$ cat src/rtl/pwm_duty_loader.sv
// Duty-command loader for the 22-bit PWM stage: shift-add scaling, saturation and wrap-aligned commit.
// Optional build macro SLEW_LIMIT_EN limits each per-wrap change of dato to MAX_STEP.
module pwm_duty_loader #(
    parameter int          DIN_W      = 8,
    parameter logic [21:0] STEP       = 22'd16448,
`ifdef SLEW_LIMIT_EN
    parameter logic [21:0] MAX_STEP   = 22'd262144,
`endif
    parameter logic [21:0] RESET_DUTY = 22'd0
) (
    input  logic             clk,
    input  logic             reset,
    input  logic             in_valid,
    input  logic [DIN_W-1:0] in_data,
    output logic             in_ready,
    input  logic [21:0]      counter,
    output logic [21:0]      dato,
    output logic             busy,
    output logic             loaded
);

    localparam int ACC_W = DIN_W + 22;
    localparam int IDX_W = (DIN_W > 1) ? $clog2(DIN_W) : 1;

    localparam logic [1:0] IDLE      = 2'd0;
    localparam logic [1:0] MULT      = 2'd1;
    localparam logic [1:0] WAIT_WRAP = 2'd2;

    localparam logic [21:0] DUTY_MAX = 22'h3FFFFF;

    logic [1:0]       state;
    logic [1:0]       nextState;
    logic [DIN_W-1:0] cmd;
    logic [ACC_W-1:0] stepSh;
    logic [ACC_W-1:0] acc;
    logic [ACC_W-1:0] accNext;
    logic [IDX_W-1:0] idx;
    logic [21:0]      target;
    logic [21:0]      targetNext;
    logic [21:0]      datoNext;
    logic             commitFinal;
    logic             handshake;
    logic             lastBit;
    logic             atWrap;

    assign handshake  = in_valid & in_ready;
    assign lastBit    = (idx == IDX_W'(DIN_W - 1));
    assign atWrap     = (counter == DUTY_MAX);
    assign busy       = (state != IDLE);
    assign accNext    = acc + (cmd[0] ? stepSh : '0);
    assign targetNext = (accNext > ACC_W'(DUTY_MAX)) ? DUTY_MAX : accNext[21:0];

`ifdef SLEW_LIMIT_EN
    logic        slewUp;
    logic [21:0] slewDiff;
`endif

    // Next-state and commit decision; dato may only move on a wrap while waiting.
    always_comb begin
        nextState   = state;
        datoNext    = dato;
        commitFinal = 1'b0;
`ifdef SLEW_LIMIT_EN
        slewUp   = (target >= dato);
        slewDiff = slewUp ? (target - dato) : (dato - target);
`endif
        case (state)
            IDLE: begin
                if (handshake) begin
                    nextState = MULT;
                end
            end
            MULT: begin
                if (lastBit) begin
                    nextState = WAIT_WRAP;
                end
            end
            WAIT_WRAP: begin
                if (atWrap) begin
`ifdef SLEW_LIMIT_EN
                    if (slewDiff <= MAX_STEP) begin
                        datoNext    = target;
                        commitFinal = 1'b1;
                        nextState   = IDLE;
                    end else begin
                        datoNext = slewUp ? (dato + MAX_STEP) : (dato - MAX_STEP);
                    end
`else
                    datoNext    = target;
                    commitFinal = 1'b1;
                    nextState   = IDLE;
`endif
                end
            end
            default: nextState = IDLE;
        endcase
    end

    // Control registers; in_ready reopens only after a full idle cycle following a commit.
    always_ff @(posedge clk or posedge reset) begin
        if (reset) begin
            state    <= IDLE;
            in_ready <= 1'b0;
            dato     <= RESET_DUTY;
            loaded   <= 1'b0;
        end else begin
            state    <= nextState;
            in_ready <= (state == IDLE) && (nextState == IDLE);
            dato     <= datoNext;
            loaded   <= commitFinal;
        end
    end

    // Shift-add multiplier: command shifts right, step shifts left, one bit per cycle.
    always_ff @(posedge clk or posedge reset) begin
        if (reset) begin
            cmd    <= '0;
            stepSh <= '0;
            acc    <= '0;
            idx    <= '0;
            target <= '0;
        end else begin
            case (state)
                IDLE: begin
                    if (handshake) begin
                        cmd    <= in_data;
                        stepSh <= ACC_W'(STEP);
                        acc    <= '0;
                        idx    <= '0;
                    end
                end
                MULT: begin
                    acc    <= accNext;
                    cmd    <= cmd >> 1;
                    stepSh <= stepSh << 1;
                    idx    <= idx + 1'b1;
                    if (lastBit) begin
                        target <= targetNext;
                    end
                end
                default: ;
            endcase
        end
    end

endmodule

$ cat config.mk
export PLATFORM = sky130hd
export DESIGN_NAME = pwm_duty_loader
export DESIGN_NICKNAME = d
export VERILOG_FILES = /design/src/rtl/pwm_duty_loader.sv
export SDC_FILE = /design/constraint.sdc
export NUM_CORES = 1
export LEC_CHECK = 0
export CAP_MARGIN = 20
export CORE_UTILIZATION = 55
export CTS_BUF_LIST = sky130_fd_sc_hd__clkbuf_8 sky130_fd_sc_hd__clkbuf_16
export DETAILED_ROUTE_END_ITERATION = 10
export PLACE_DENSITY = 0.85
export SYNTH_ARGS = -nofsm -noshare
export SYNTH_HDL_FRONTEND = slang
export SYNTH_SLANG_ARGS = --single-unit
$ cat constraint.sdc
create_clock -name clk -period 6.1 [get_ports clk]
set_clock_uncertainty 0.2 [all_clocks]
set_input_delay 1.22 -clock clk [delete_from_list [all_inputs] [get_ports clk]]
set_output_delay 1.22 -clock clk [all_outputs]
set_load 0.03 [all_outputs]
* After elaboration in Yosys (flattened, before gate mapping)
Index checks and enable logic that the tools add are counted.
** Storage, ports and cells
- Register bits after elaboration :: 119
- Latch bits :: 0
- Memory bits (writable) :: 0
- Bits in read-only memories :: 0
- Input port bits :: 33
- Output and inout port bits :: 25
- Logic and storage cells :: 42
- Memories :: 0
** Cells by class
- Add/subtract/negate cells :: 2
- Multiply operators :: 0
- Div/mod/pow operators :: 0
- $lt $le $gt $ge :: 1
- Eq/ne operators :: 5
- Shift-type cells :: 0
- Muxes and demuxes :: 16
- Bitwise logic cells :: 1
- Reduce and logical (&&, ||, !) cells :: 8
** Operator list (count)
- $pmux 30 s2 :: 2
- $mux 30 :: 3
- $add 30x30->30 :: 1
- $gt 30x22->1 const B :: 1
- $eq 22x22->1 const B :: 1
- $mux 22 :: 1
- $pmux 8 s2 :: 1
- $mux 8 :: 1
- $mux 2 :: 3
- $pmux 2 s3 :: 1
- $pmux 3 s2 :: 1
- $reduce_and 2->1 :: 3
- $logic_not 2->1 :: 2
- $reduce_bool 2->1 :: 2
- $add 3x1->3 const B :: 1
- $eq 3x3->1 const B :: 1
- $mux 3 :: 1
- $eq 2x1->1 const B :: 1
- $eq 2x2->1 const B :: 1
- $mux 1 :: 2
- $ne 2x2->1 const B :: 1
- $and 1x1->1 :: 1
- $logic_and 1x1->1 :: 1

* Logic depth before layout (Yosys ltp)
- Depth after elaboration :: 5
- Depth in mapped cells :: 13
- Gate-level depth less buffers :: 11

* Worst setup path after synthesis
Ideal clock, no wire load.
- Kind :: register to register
- Start :: reg cmd[0]
- End :: reg target[14]
- Library setup time :: 0.121 ns
- Arrival time :: 3.487 ns
- Data required time :: 5.779 ns
- Path slack :: 2.291 ns
- Cell stages (with the launch flop) :: 14
- Buffers on the path :: 2
- Clock period less this slack :: 3.809 ns
- Cells stage by stage :: dfrtp_1 -> clkbuf_1 -> and2_1 -> ha_1 -> fa_1 -> a21o_1 -> a221oi_4 -> o22ai_2 -> or4_1 -> nand3_2 -> nand4_2 -> or4_1 -> buf_2 -> o22a_1
** Between the ends
- Word-level cells in the longest chain between the ends :: 4
** RTL lines
- start: declaration :: RTL line 33 : logic [DIN_W-1:0] cmd;
- start signal: assignment :: RTL line 126 : cmd <= in_data;
- start signal: assignment :: RTL line 134 : cmd <= cmd >> 1;
- $mux 30 (*) :: RTL line 50 : assign accNext = acc + (cmd[0] ? stepSh : '0);
- $add 30x30->30 (*) :: RTL line 50
- $gt 30x22->1 :: RTL line 51 : assign targetNext = (accNext > ACC_W'(DUTY_MAX)) ? DUTY_MAX : accNext[21:0];
- $mux 22 (*) :: RTL line 51
- end signal: assignment :: RTL line 138 : target <= targetNext;
- end: declaration :: RTL line 38 : logic [21:0] target;
Every way passes the cells marked *; elsewhere a longest branch is shown, timed or not.
A chain may end at the register's enable or synchronous reset.

* Final worst setup path
- Start :: reg cmd[0]
- End :: reg target[6]
The elaborated chain is that of the path after synthesis.

==> results.toml <==
[die]
design.die.area_mm2 = 0.00982
die_h_um = 99.1
fp.dieW_um = 99.1
std_cell_rows = 35
core_mm2 = 0.00920
io_pins = 58
initial_core_util_pct = 56.4

[logic_synthesis]
netlist.area_leader.share_pct = 46.8
synth_top_family_by_area = "compound AO/OA/AOI/OAI gates"
synth-seq-area-share_pct = 46.8
ys_seq_elements = 97
synth_area_per_cell_um2 = 9.69
ys_async_sr_fraction_pct = 100
ys_types = 51
syn-instance-count = 535
synthXorXnorAreaFrac_pct = 3.38
synth_compound_area_share_pct = 22.0
synth-main-ff-cell = "dfrtp_1"
synth_fp_nets = 594
synth_top_area_cell = "dfrtp_1"
synth_area_leaders = "dfrtp_1 47%, nand2_1 6.7%, a22o_1 6.2%, ha_1 6.0%, a21oi_1 3.6%"
muxShareOfSynthArea_pct = 1.57
synth_area_mm2 = 0.00519
synthAdderAreaFrac_pct = 6.42
ys_warn_count = 0
synth_edf_count = 0
yosys.area_share.simple_pct = 16.4

[placement]
hpwl_um = 8360
place.gp.congestion = 0.955
place_ws_ns = 1.84
portBuffers = 57

[cts]
post_cts_buffers = 0
clk_path_buf_depth = 2
root_buffer = "clkbuf_8"
clock_latency_ns = 0.37
clk_pin_slew_ns = 0.10
cts_tree = "done"
cts-resized-gates = 0
cts.sinks = 97
cts_hold_buf = 0
cts-buffers-inserted = 9
htree_levels = 3

[setup_path]
cp.arrival_ns = 4.37
crit_chain = "and2_1 -> ha_1 -> fa_1 -> a21o_1 -> a221oi_4 -> o22ai_2 -> or4_1 -> nand3_2 -> nand4_2 -> or4_1 -> o22a_1"
worstSetupPathType = "reg -> reg"
crit_top_cell = "or4_1"
critPathMaxFanout = 25
startpoint_type = "flip-flop"
crit_slowest_cell = "or4_1"
end_kind = "flip-flop"
critPathMaxStageDelay_ns = 0.66
reg2reg_slack_ns = 1.79
critPathRequiredTime_ns = 6.16

[routing]
drc = 0
wl_um = 11400
vias_per_cell = 5.99
wl_per_cell_um = 16.5
via_count = 4118
drtIter0Drc = 247
ant_nets = 0
dr.pass1.iters = 7

[outcome]
status = "finished, final reports clean"

[finish]
final_cell_mix = "97 x dfrtp_1, 92 x nand2_1, 57 x clkdlybuf4s50_1"
syn2layout_area_growth_pct = 16.0
mostFrequentLayoutCell = "dfrtp_1"
nets = 630
layout-drive-gt1-share_pct = 6.08
antenna_cells = 0
fill_cells = 726

[sta]
tightestPinTransition_ns = 0.736
finalSetupViolCount = 0
finalCritPeriodShare_pct = 70.7
rsz0062_at_grt = "false"
clock.fmax_mhz = 232
min_period_ns = 4.31
layout_setup_ws_ns = 1.79
fin_setup_tns_ns = 0
slew_violations = 0
slew_headroom_pct = 50.5
finalHoldViolCount = 0

[flow_run]
max_cap_violations = 0

[worst_hold_path]
min_path_type = "reg -> reg"

[global_route]
grt_pass1_vias = 3906
grt_usage_pct = 24.5
grt_max_degree = 66
grt_first_pass_wirelength_um = 19000
antenna_found_initial = 0
overflow = 0

[power_and_ir_drop]
power_density_mw_per_mm2 = 226
power_mw = 1.36
peakVddDrop_uv = 150
p_leak_nw = 2.78
-- through the flow --
stage | std cells | hold slack (ns) | utilization [%] | instance area (um^2)
final | 687 | 0.281 | 65.4 | 6010
after global routing | 687 | 0.305 | 65.4 | 6010
after CTS | 686 | 0.286 | 65.2 | 5990
after detailed placement | 670 | 0.262 | 62.7 | 5770
after global placement | 670 | 0.252 | 62.7 | 5770
after floorplan | 535 | 0.239 | - | 5190
-- worst paths after layout --
kind	start	to	depth (start not counted)
max	cmd[0]	target[6]	11
min	dato[6]	dato[6]	2
max reg2reg	cmd[0]	target[6]	11
min reg2reg	dato[6]	dato[6]	2
max in group asynchronous	reset	target[19]	3
min in group asynchronous	reset	dato[13]	2
-- worst max-delay path, delay by kind of cell, from the launching register on --
family | cells | cell delay, ns
flip-flops | 1 | 0.62
AND/OR/NAND/NOR | 5 | 1.72
AO/OA/AOI/OAI | 4 | 1.03
adder cells (fa/ha/maj) | 2 | 0.63
-- layer usage --
layer	share of wire, %	global-route usage (%)	vias up	wire length [um]
met4	1.2	5.20	0	133
li1	-	-	1998	-
met2	47	38.9	138	5290
met1	47	35.3	1968	5310
met5	0	0	-	0
met3	5.5	4.85	14	621
-- registers in the layout, indices dropped and copies added (netlist names) --
signal,count
idx,3
in_ready,1
target,17
loaded,1
acc,24
cmd,8
state,2
stepSh,24
dato,17
-- power breakdown --
| group | total, mW | internal (mW) | switching, mW |
|---|---|---|---|
| registers | 0.676 | 0.661 | 0.0148 |
| clock network | 0.449 | 0.203 | 0.247 |
| logic | 0.237 | 0.0962 | 0.141 |
-- synthesized netlist by cell type (all sizes together), types with 2 or more instances --
master,count
o221ai,2
dfrtp,97
nor4,4
a211oi,8
xor2,11
and2,24
o21ai,38
and3,4
nand2,92
buf,9
a22o,37
nand3,4
mux2i,7
or4,3
a31oi,2
nand4,11
inv,7
nor3,2
nand2b,2
ha,25
clkbuf,26
o211ai,5
or2,4
xnor2,9
a21oi,37
o2111a,2
a31o,2
a21o,13
and4,2
nor2,22
o22a,10
o21a,3
-- final cells by class --
| class | instances | area [um^2] | area share [%] |
|---|---|---|---|
| well taps | 111 | 139 | 2.31 |
| inverters | 8 | 31.3 | 0.520 |
| multi-input cells | 395 | 2590 | 43.0 |
| repair buffers | 60 | 606 | 10.1 |
| clock buffers | 9 | 124 | 2.06 |
| flip-flops and latches | 97 | 2430 | 40.4 |
| clock inverters | 7 | 101 | 1.69 |
-- cells by family after synthesis --
kind of cell / after synthesis
DFF: 97
xor gates and xnor gates: 20
adders and majority gates: 26
muxes: 8
and+or+nand+nor: 177
AOI/OAI and AO/OA: 164
buffers and inverters: 43
No activity file was read; power rests on OpenSTA's default activity.
